## src/rtl/scan_7seg_display.sv

```systemverilog
// scan_7seg_display
//   Multiplexed 7-segment display scanner with selectable data pages,
//   leading-zero blanking, per-digit blinking and decimal points.
//
// Ports
//   clk        : clock, all state on posedge
//   rst_n      : asynchronous active-low reset
//   data       : PAGES pages of DIGITS hex nibbles; page p at
//                [(p+1)*DIGITS*4-1 : p*DIGITS*4], digit 0 is the top nibble
//   page_sel   : requested page, adopted at frame wrap; out-of-range ignored
//   dp_in      : decimal point request, bit i for digit i (active-high)
//   blank_lz   : leading-zero blanking enable
//   blink_en   : per-digit blink enable, bit DIGITS-1 for digit 0
//   seg        : segments {g,f,e,d,c,b,a}, active-low
//   dp         : decimal point, active-low
//   select     : digit enable, active-low, bit DIGITS-1 drives digit 0
//   frame_done : one-cycle pulse when the last digit slot ends
module scan_7seg_display #(
  parameter int unsigned DIGITS       = 4,
  parameter int unsigned PAGES        = 4,
  parameter int unsigned DIV          = 50000,
  parameter int unsigned BLINK_FRAMES = 64,
  parameter int unsigned PSEL_W       = (PAGES > 1) ? $clog2(PAGES) : 1
) (
  input  logic                      clk,
  input  logic                      rst_n,
  input  logic [PAGES*DIGITS*4-1:0] data,
  input  logic [PSEL_W-1:0]         page_sel,
  input  logic [DIGITS-1:0]         dp_in,
  input  logic                      blank_lz,
  input  logic [DIGITS-1:0]         blink_en,
  output logic [6:0]                seg,
  output logic                      dp,
  output logic [DIGITS-1:0]         select,
  output logic                      frame_done
);

  localparam int unsigned CW = $clog2(DIV);
  localparam int unsigned IW = (DIGITS > 1) ? $clog2(DIGITS) : 1;
  localparam int unsigned PW = (PAGES > 1) ? $clog2(PAGES) : 1;
  localparam int unsigned BW = (BLINK_FRAMES > 1) ? $clog2(BLINK_FRAMES) : 1;

  logic [CW-1:0] cnt;
  logic [IW-1:0] idx, idx_n, ridx;
  logic [PW-1:0] page, page_n;
  logic [BW-1:0] bcnt, bcnt_n;
  logic          phase, phase_n;
  logic          tick, wrap;

  logic [DIGITS*4-1:0] pwords [PAGES];
  logic [DIGITS*4-1:0] pword;
  logic [3:0]          nibs [DIGITS];
  logic                lead_zero, blank;
  logic [6:0]          seg_n;
  logic                dp_n;
  logic [DIGITS-1:0]   sel_n;

  function automatic logic [6:0] hex2seg(input logic [3:0] n);
    logic [6:0] s;
    unique case (n)
      4'h0: s = 7'b1000000;
      4'h1: s = 7'b1111001;
      4'h2: s = 7'b0100100;
      4'h3: s = 7'b0110000;
      4'h4: s = 7'b0011001;
      4'h5: s = 7'b0010010;
      4'h6: s = 7'b0000010;
      4'h7: s = 7'b1111000;
      4'h8: s = 7'b0000000;
      4'h9: s = 7'b0010000;
      4'hA: s = 7'b0001000;
      4'hB: s = 7'b0000011;
      4'hC: s = 7'b1000110;
      4'hD: s = 7'b0100001;
      4'hE: s = 7'b0000110;
      default: s = 7'b0001110;
    endcase
    return s;
  endfunction

  assign tick = (cnt == CW'(DIV - 1));
  assign wrap = tick && (32'(idx) == DIGITS - 1);

  always_comb begin
    idx_n   = idx;
    page_n  = page;
    bcnt_n  = bcnt;
    phase_n = phase;

    if (tick) idx_n = (32'(idx) == DIGITS - 1) ? '0 : idx + IW'(1);

    if (wrap) begin
      if (32'(page_sel) < PAGES) page_n = PW'(page_sel);
      if (bcnt == BW'(BLINK_FRAMES - 1)) begin
        bcnt_n  = '0;
        phase_n = ~phase;
      end else begin
        bcnt_n = bcnt + BW'(1);
      end
    end

    // Output for the slot being entered uses next-state page/phase so the
    // first digit of a new frame already reflects the frame-wrap updates.
    for (int unsigned p = 0; p < PAGES; p++)
      pwords[p] = data[p*DIGITS*4 +: DIGITS*4];
    pword = pwords[page_n];
    for (int unsigned i = 0; i < DIGITS; i++)
      nibs[i] = pword[(DIGITS-1-i)*4 +: 4];

    lead_zero = 1'b1;
    for (int unsigned i = 0; i < DIGITS; i++)
      if (i <= 32'(idx_n) && nibs[i] != 4'd0) lead_zero = 1'b0;

    ridx  = IW'(DIGITS - 1) - idx_n;
    blank = (blank_lz && lead_zero && 32'(idx_n) != DIGITS - 1) ||
            (phase_n && blink_en[ridx]);

    seg_n       = blank ? '1 : hex2seg(nibs[idx_n]);
    dp_n        = blank ? 1'b1 : ~dp_in[idx_n];
    sel_n       = '1;
    sel_n[ridx] = 1'b0;
  end

  always_ff @(posedge clk or negedge rst_n) begin
    if (!rst_n) begin
      cnt        <= '0;
      idx        <= IW'(DIGITS - 1);
      page       <= '0;
      bcnt       <= '0;
      phase      <= 1'b0;
      seg        <= '1;
      dp         <= 1'b1;
      select     <= '1;
      frame_done <= 1'b0;
    end else begin
      cnt        <= tick ? '0 : cnt + CW'(1);
      idx        <= idx_n;
      page       <= page_n;
      bcnt       <= bcnt_n;
      phase      <= phase_n;
      frame_done <= wrap;
      if (tick) begin
        seg    <= seg_n;
        dp     <= dp_n;
        select <= sel_n;
      end
    end
  end

endmodule
```

## config.mk

```make
export PLATFORM = sky130hd
export DESIGN_NAME = scan_7seg_display
export DESIGN_NICKNAME = d
export VERILOG_FILES = /design/src/rtl/scan_7seg_display.sv
export SDC_FILE = /design/constraint.sdc
export NUM_CORES = 1
export LEC_CHECK = 0
export CORE_ASPECT_RATIO = 1.25
export CORE_MARGIN = 2
export CORE_UTILIZATION = 50
export DETAILED_ROUTE_END_ITERATION = 16
export DONT_BUFFER_PORTS = 1
export PLACE_DENSITY = 0.68
export SYNTH_ARGS = -nofsm -noshare
export SYNTH_HDL_FRONTEND = slang
export SYNTH_SLANG_ARGS = --single-unit
```

## constraint.sdc

```tcl
create_clock -name clk -period 3.51 [get_ports clk]
set_input_delay 0.702 -clock clk [delete_from_list [all_inputs] [get_ports clk]]
set_output_delay 0.702 -clock clk [all_outputs]
set_load 0.005 [all_outputs]
```

Word-level counts from Yosys, hierarchy flattened. Memories as Yosys holds them, arrays and structs flattened. Index checks and enable logic that the tools add are counted.

Memories: 1. ROM bits: 112. Input port bits: 77. Flip-flop bits (word level): 40. Logic and storage cells: 69.

Reduce and logical (&&, ||, !) cells: 13. $add $sub $neg: 4. Muxes and demuxes: 25. Equality and inequality tests: 4. Bitwise logic cells: 5. $lt $le $gt $ge: 8.

Memory list: (name not given) (depth 16, bits a word 7, rd ports 1, clocked after Yosys merged registers in 0, wr ports 0, RTL line 60) `unique case (n)`.

Operators by type and width (number): two-way mux 16 bit (3); binary-select mux 16 bit (select 2 bit) (1); adder 16 x 1 -> 16 bit, second input constant (1); == test 16 bit, second input constant (1); nonzero test 4 bit (4); two-way mux 1 bit (10); binary-select mux 4 bit (select 2 bit) (1); logical AND 1 bit (8); two-way mux 4 bit (2); two-way mux 7 bit (1); adder 6 x 1 -> 6 bit, second input constant (1); == test 6 bit, second input constant (1); greater-or-equal comparator 3 bit, second input constant (2); < comparator 2 x 3 -> 1 bit, second input constant (2); two-way mux 2 bit (3); two-way mux 6 bit (1); inverter 2 -> 3 bit (2); binary-select mux 1 bit (select 2 bit) (2); <= comparator 2 bit, first input constant (2); inverter 4 bit (1); adder 2 x 1 -> 2 bit, second input constant (1); demux 1 bit (select 2 bit) (1); == test 2 bit, second input constant (1); greater-or-equal comparator 2 x 1 -> 1 bit, second input constant (1); 5 further kinds (6).

Depth between registers and ports, before layout. Gate-level depths: netlist (run 1).

Depth in word-level cells: 16. Mapped depth: 18. Gate-level depth less buffers: 15.

Worst setup path before layout (run 1). OpenSTA, ideal clock, no wires.

Kind: flip-flop to flip-flop. Start: register idx[0]. End: register seg[5]. Library setup time: 83 ps. Arrival time: 3189 ps. Stages on the path, launching flop included: 19. Period minus slack after synthesis: 3272 ps. Data required time: 3427 ps. Slack: 238 ps. Path through: dfstp_2 -> ha_1 -> and4_1 -> and4_1 -> buf_6 -> mux2i_4 -> inv_6 -> buf_12 -> buf_6 -> nand2_1 -> nand3_1 -> a32oi_1 -> o311a_2 -> inv_1 -> ha_1 -> inv_1 -> mux2i_1 -> a221oi_1 -> nor2_1.

Word-level cells in the longest chain between the ends: 16.

RTL lines: start: declaration (RTL line 44) `logic [IW-1:0] idx, idx_n, ridx;`; start signal: assignment (RTL line 127) `idx <= IW'(DIGITS - 1);`; start signal: assignment (RTL line 137) `idx <= idx_n;`; == test 2 bit (*) (RTL line 82) `assign wrap = tick && (32'(idx) == DIGITS - 1);`; logical AND 1 bit (*) (RTL line 82); two-way mux 2 bit (*) (RTL line 92) `if (wrap) begin`; net page_n[1] (RTL line 45) `logic [PW-1:0] page, page_n;`; inverter 2 -> 3 bit (implied by the code) (*) (RTL line 106) `pword = pwords[page_n];`; binary-select mux 16 bit (select 2 bit) (*) (RTL line 106); two-way mux 16 bit (implied by the code) (*) (2 in series) (RTL line 106); parallel branches: the longest is 8 deep, another holds memory read (16 x 7 bit); two-way mux 7 bit (*) (RTL line 118) `seg_n = blank ? '1 : hex2seg(nibs[idx_n]);`; end signal: assignment (RTL line 143) `seg <= seg_n;`; end: declaration (RTL line 32) `output logic [6:0] seg,`.

Mark *: on every way through the listed nets, which the timed path passes. The select of a mux whose other input is x is not followed. A chain may end at the register's enable or synchronous reset.

Worst setup path after layout (run 1).
Start: register idx[0]. End: register seg[0].

Word-level cells in the longest chain between the ends: 16.

RTL lines (RTL line): parallel branches: the longest is 15 deep, another holds memory read (16 x 7 bit); two-way mux 7 bit (*) (118).

Mark *: on every way between the ends. The select of a mux whose other input is x is not followed.

==> summary.txt, run 1 <==
Status - complete, no violations
Worst path required time - 3.74 ns
Largest fanout on the critical path - 7
CTS tree - yes
Vias per cell - 6.33
Synth cell types - 56
Post-DRT Antenna Nets - 0
PortBufs - 0
Hold_ws - 0.0855 ns
Flop pwr share - 50.6%
CTS Root Cell - clkbuf_8
Most frequent cell after synthesis - nor2_1
Power per cell area - 278 nW/um^2
CTS clk-pin slew, worst paths - 0.09 ns
Measured slew at the worst slew-check pin - 0.437 ns
Syn Area/Cell - 9.03 sq um
Minimum clock period - 3.47 ns
Initial antenna violation count - 0
Sequential area share after synthesis - 34.5%
Synth Net Count - 412
Max_slew headroom - 70.7%
Final WL - 7890 um
Worst skew pair latency - 0.30 ns
Post-Synthesis Cells - 327
Crit path capture type - register
Area grow syn2layout - 10.9%
Placement row count - 31
First-pass GRT wire length - 11,700 um
Final net count - 427
Sw Pwr - 209 uW
Power share of the combinational group - 6.5%
Inst Count DP - 391
Peak VDD IR - 0.216 mV
Ratio of final minimum period to clock period - 98.9%
Share of layout cells above drive strength 1 - 21.0%
CTS buffer count - 5
GPL Wtd Cong - 0.929
Die W - 72.7 um
DRC - 0
Hold Buf Count CTS - 0
Synth area leader - dfrtp_1
Crit Path Category - register to register
CP startpoint kind - register
Pint - 703 uW
LEAKAGE - 1.37 nW
FF+latch count, synth - 40
Synth top cells by count - nor2_1, nand2_1, mux2i_1
Post-synth ARST share - 100%
Synth area leaders - dfrtp_1, dfstp_2, mux2i_1
Dpl hpwl - 5840 um
Endpoints failing setup - 0
Max-slew violation count - 0
Ports - 90
GRT Overall Usage - 23.0%
Initial Utilization - 51.4%
Ant. Diodes - 0
Post-synth top area share - 22.0%
Setup tns final - 0 ns
WL/cell - 19.3 um
Drt pass-1 iters - 4
Maxcap violations - 0
H-tree levels - 2
Die Y - 89.9 um
Clk buf depth - 2
Fmax - 288 MHz
RR Startpoint - idx[0]
Via count - 2,588
HP Class - primary input to asynchronous set/reset pin
Worst endpoint data arrival time - 3.70 ns
Post-synth EDFFs - 0
Clock Skews - 0.0110 ns
Vias in the first global route - 2,505
Clk sinks - 40
Largest net degree at the start of global routing - 41
CORE AREA - 5740 sq um
Final Instance Count excl. Fillers - 409
Sw Ratio - 22.9%
Most used DFF post-synth - dfrtp_1
Final hold viol count - 0
Die ar. - 6540 sq um
GRT overflow - 0
R2R depth - 14
Reg2reg setup slack - 0.04 ns
Clock share of power - 42.9%
Initial DRC count - 131
Syn Std Cell Area - 2950 sq um
RR Endpoint - seg[0]
Synth warn - 0
power groups by stage:
| stage | Sequential, mW | Combinational (mW) | Clock [mW] |
|---|---|---|---|
| 2_1_floorplan | 0.470 | 0.0442 | 0 |
| 3_3_place_gp | 0.470 | 0.0553 | 0 |
| 3_5_place_dp | 0.470 | 0.0552 | 0 |
| 4_1_cts | 0.461 | 0.0554 | 0.402 |
| 5_1_grt | 0.461 | 0.0654 | 0.426 |
| 6_report | 0.461 | 0.0591 | 0.391 |
repair_timing:
action	4_1_cts	5_1_grt
setup buffers	0	8
gates resized for setup	0	19
endpoints found under the setup margin	0	6
metrics by stage:
stage / utilization, % / total power, mW / worst slack [ns] / cell area [sq um]
2_1_floorplan: - / 0.514 / 0.238 / 2950
3_3_place_gp: 52.5 / 0.525 / 0.187 / 3020
3_5_place_dp: 52.5 / 0.525 / 0.118 / 3020
4_1_cts: 54.5 / 0.919 / 0.0833 / 3130
5_1_grt: 57.0 / 0.952 / -0.0767 / 3270
6_report: 57.0 / 0.912 / 0.0398 / 3270
worst max path at each step:
stage | slack, ns | cells after the start | from | end
final | 0.04 | 14 | idx[0] | seg[0]
after global routing | -0.08 | 14 | idx[1] | seg[1]
after CTS | 0.08 | 14 | idx[1] | seg[3]
after detailed placement | 0.12 | 15 | idx[1] | seg[5]
after global placement | 0.19 | 15 | idx[1] | seg[5]
after floorplan | 0.24 | 18 | idx[0] | seg[5]
layer usage:
metal / up-vias / global-route usage [%] / routed length [um]
met5: - / 0 / 0
met4: 0 / 8.49 / 240
met3: 21 / 4.04 / 593
met2: 126 / 42.3 / 4090
met1: 1242 / 25.5 / 2960
li1: 1199 / - / -
state kept, by name, indices dropped and copies added (netlist names):
name / cells
bcnt: 6
cnt: 16
dp: 1
frame_done: 1
idx: 2
page: 2
phase: 1
seg: 7
select: 4
cells by family (layout without fill, tap and decap cells):
| family | count (synthesis) | after routing | share of synthesized area, % |
|---|---|---|---|
| flops | 40 | 40 | 34.5 |
| mux | 42 | 42 | 15.0 |
| fa+ha+maj | 8 | 8 | 3.39 |
| xor+xnor | 18 | 18 | 5.34 |
| buf+inv | 27 | 43 | 5.51 |
| simple gates | 139 | 139 | 22.3 |
| compound gates | 53 | 53 | 13.9 |
cell usage in the layout, fill, tap and decap left out, drive strengths merged, types with 6 or more instances in the layout:
cell type	netlist	layout
nand2	42	42
dfstp	14	14
nand3	20	20
xor2	11	11
dfrtp	26	26
mux2	6	6
inv	13	15
ha	8	8
a21oi	13	13
mux2i	36	36
a31oi	7	7
xnor2	7	7
buf	13	20
nor3	8	8
nor2	49	49
area by class of cell:
| cell class | instances | area [sq um] |
|---|---|---|
| Timing Repair inverter | 2 | 17.5 |
| Sequential cell | 40 | 1020 |
| Fill cell | 523 | 2470 |
| Clock buffer | 5 | 68.8 |
| Timing Repair Buffer | 20 | 161 |
| Tap cell | 66 | 82.6 |
| Multi-Input combinational cell | 260 | 1820 |
| Clock inverter | 3 | 46.3 |
| Inverter | 13 | 63.8 |
critical path, cell delays in order (launching register included):
cell,delay (ns)
dfstp_2,0.57
ha_4,0.15
and4_1,0.21
and4_4,0.26
mux2i_4,0.37
clkinv_8,0.10
buf_4,0.18
buf_4,0.15
nor4_1,0.24
o211ai_1,0.16
a2111oi_2,0.34
o21ai_1,0.19
nand3_2,0.20
a311oi_2,0.08
a21oi_1,0.17
Note: power is estimated with default switching activity, not from simulation.
==> run 2: changes to the inputs <==
--- a/config.mk
+++ b/config.mk
@@ -14,3 +14,4 @@
 export SYNTH_ARGS = -nofsm -noshare
 export SYNTH_HDL_FRONTEND = slang
 export SYNTH_SLANG_ARGS = --single-unit
+export TNS_END_PERCENT = 5
==> summary.txt, run 2 (synthesis gave the netlist of run 1 again) <==
Status - complete, no violations (unchanged)
Crit Path Category - register to register (unchanged)
Dpl hpwl - 5840 um (unchanged)
H-tree levels - 2 (unchanged)
Post-DRT Antenna Nets - 0 (unchanged)
Hold_ws - 0.0856 ns (was 0.0855 ns)
HP Class - primary input to asynchronous set/reset pin (unchanged)
Initial antenna violation count - 0 (unchanged)
Largest regs - cnt x16, seg x7, bcnt x6 (unchanged)
Ant. Diodes - 0 (unchanged)
Vias in the first global route - 2,505 (unchanged)
Fmax - 289 MHz (was 288 MHz)
GRT Overall Usage - 23.0% (unchanged)
Largest fanout on the critical path - 11 (was 7)
LEAKAGE - 1.36 nW (was 1.37 nW)
Crit path capture type - register (unchanged)
Clk sinks - 40 (unchanged)
CORE AREA - 5740 sq um (unchanged)
Clock Skews - 0.0114 ns (was 0.0110 ns)
DRC - 0 (unchanged)
GPL Wtd Cong - 0.929 (unchanged)
Vias per cell - 6.25 (was 6.33)
Unrepaired setup endpoints after global routing - true
Largest net degree at the start of global routing - 41 (unchanged)
CTS Root Cell - clkbuf_8 (unchanged)
CP startpoint kind - register (unchanged)
Worst path required time - 3.73 ns (was 3.74 ns)
CTS clk-pin slew, worst paths - 0.09 ns (about the same)
Die Y - 89.9 um (unchanged)
Share of layout cells above drive strength 1 - 21.1% (was 21.0%)
Measured slew at the worst slew-check pin - 0.442 ns (was 0.437 ns)
Peak VDD IR - 0.216 mV (about the same)
Ports - 90 (unchanged)
CTS tree - yes (unchanged)
Endpoints failing setup - 0 (unchanged)
CTS buffer count - 5 (unchanged)
Max_slew headroom - 70.3% (was 70.7%)
Minimum clock period - 3.46 ns (was 3.47 ns)
WL/cell - 19.2 um (was 19.3 um)
Power per cell area - 282 nW/um^2 (was 278 nW/um^2)
Placed inst area - 3020 sq um (unchanged)
Maxcap violations - 0 (unchanged)
Initial DRC count - 145 (was 131)
First-pass GRT wire length - 11,700 um (unchanged)
Most common cell after layout, fill and taps aside - nor2_1 (unchanged)
Final WL - 7820 um (was 7890 um)
Ratio of final minimum period to clock period - 98.6% (was 98.9%)
Pwr Total - 912 uW (about the same)
Die ar. - 6540 sq um (unchanged)
Max-slew violation count - 0 (unchanged)
Final net count - 425 (was 427)
Area grow syn2layout - 9.62% (was 10.9%)
Placement row count - 31 (unchanged)
Worst skew pair latency - 0.30 ns (about the same)
Via count - 2,545 (was 2,588)
Initial Utilization - 51.4% (unchanged)
Commonest non-fill, non-tap cells in the layout - nor2_1, nand2_1, mux2i_1, dfrtp_1, nand3_1 (unchanged)
Biggest register - cnt (unchanged)
Clk buf depth - 2 (unchanged)
Worst endpoint data arrival time - 3.69 ns (was 3.70 ns)
GRT overflow - 0 (unchanged)
Final hold viol count - 0 (unchanged)
Die W - 72.7 um (unchanged)
PortBufs - 0 (unchanged)
Drt pass-1 iters - 4 (unchanged)
Finished Cell Area - 3240 sq um (was 3270 sq um)
Max reg flops - 16 (unchanged)
run 2: stage by stage:
stage	setup TNS [ns]	util [%]	cells	worst slack (ns)
global placement	0	52.5	391	0.187
CTS	0	54.5	399	0.0833
global route	-0.339	56.4	407	-0.102
detailed placement	0	52.5	391	0.118
floorplan	0	-	327	0.238
finish	0	56.4	407	0.0480
run 2: final cells by class:
type	count	area [sq um]
clock buffer	5	68.8
clock inverter	3	46.3
fill	525	2500
inverter	13	61.3
multi-input combinational	260	1810
sequential	40	1020
tap	66	82.6
timing repair buffer	19	144
timing repair inverter	1	8.76
run 2: final timing paths:
check / from / end / slack (ns) / depth (start not counted)
max: idx[0] / seg[0] / 0.05 / 12
min: rst_n / cnt[12] / 0.09 / 0
max reg2reg: idx[0] / seg[0] / 0.05 / 12
min reg2reg: phase / phase / 0.47 / 1
max in group asynchronous: rst_n / select[0] / 3.23 / 0
min in group clk: phase / phase / 0.47 / 1
run 2: worst max-delay path, stage by stage (launching register included):
cell,delay [ns]
dfstp_2,0.55
ha_2,0.20
and4_1,0.24
and4_4,0.26
mux2i_4,0.33
buf_4,0.25
mux2_2,0.36
a31oi_1,0.20
a2111oi_2,0.10
o21ai_1,0.25
nand3_2,0.22
a311oi_2,0.31
a21oi_1,0.11
run 2: power breakdown:
part           internal [mW]  total, mW  switching, mW
logic                 0.0274     0.0597         0.0323
registers              0.461      0.461              0
clock network          0.214      0.391          0.177
total                  0.703      0.912          0.209
run 2: routing by layer:
metal  track usage (%)  wire (um)  vias to the layer above
met5                 0          0                        -
met4              8.49        244                        0
met3              4.04        569                       23
met2              42.3       4070                      119
met1              25.5       2940                     1209
li1                  -          -                     1194
run 2: repair_timing:
action | 4_1_cts | 5_1_grt
buffers inserted | 0 | 7
resized for setup | 0 | 14
endpoints found under the setup margin | 0 | 6
hold buffers | 0 | 0
==> run 3: changes to the inputs <==
--- a/config.mk
+++ b/config.mk
@@ -5,6 +5,7 @@
 export SDC_FILE = /design/constraint.sdc
 export NUM_CORES = 1
 export LEC_CHECK = 0
+export CAP_MARGIN = 10
 export CORE_ASPECT_RATIO = 1.25
 export CORE_MARGIN = 2
 export CORE_UTILIZATION = 50
==> results of run 3 <==
Same layout as run 2: the final DEF is identical, and so are final timing and power.
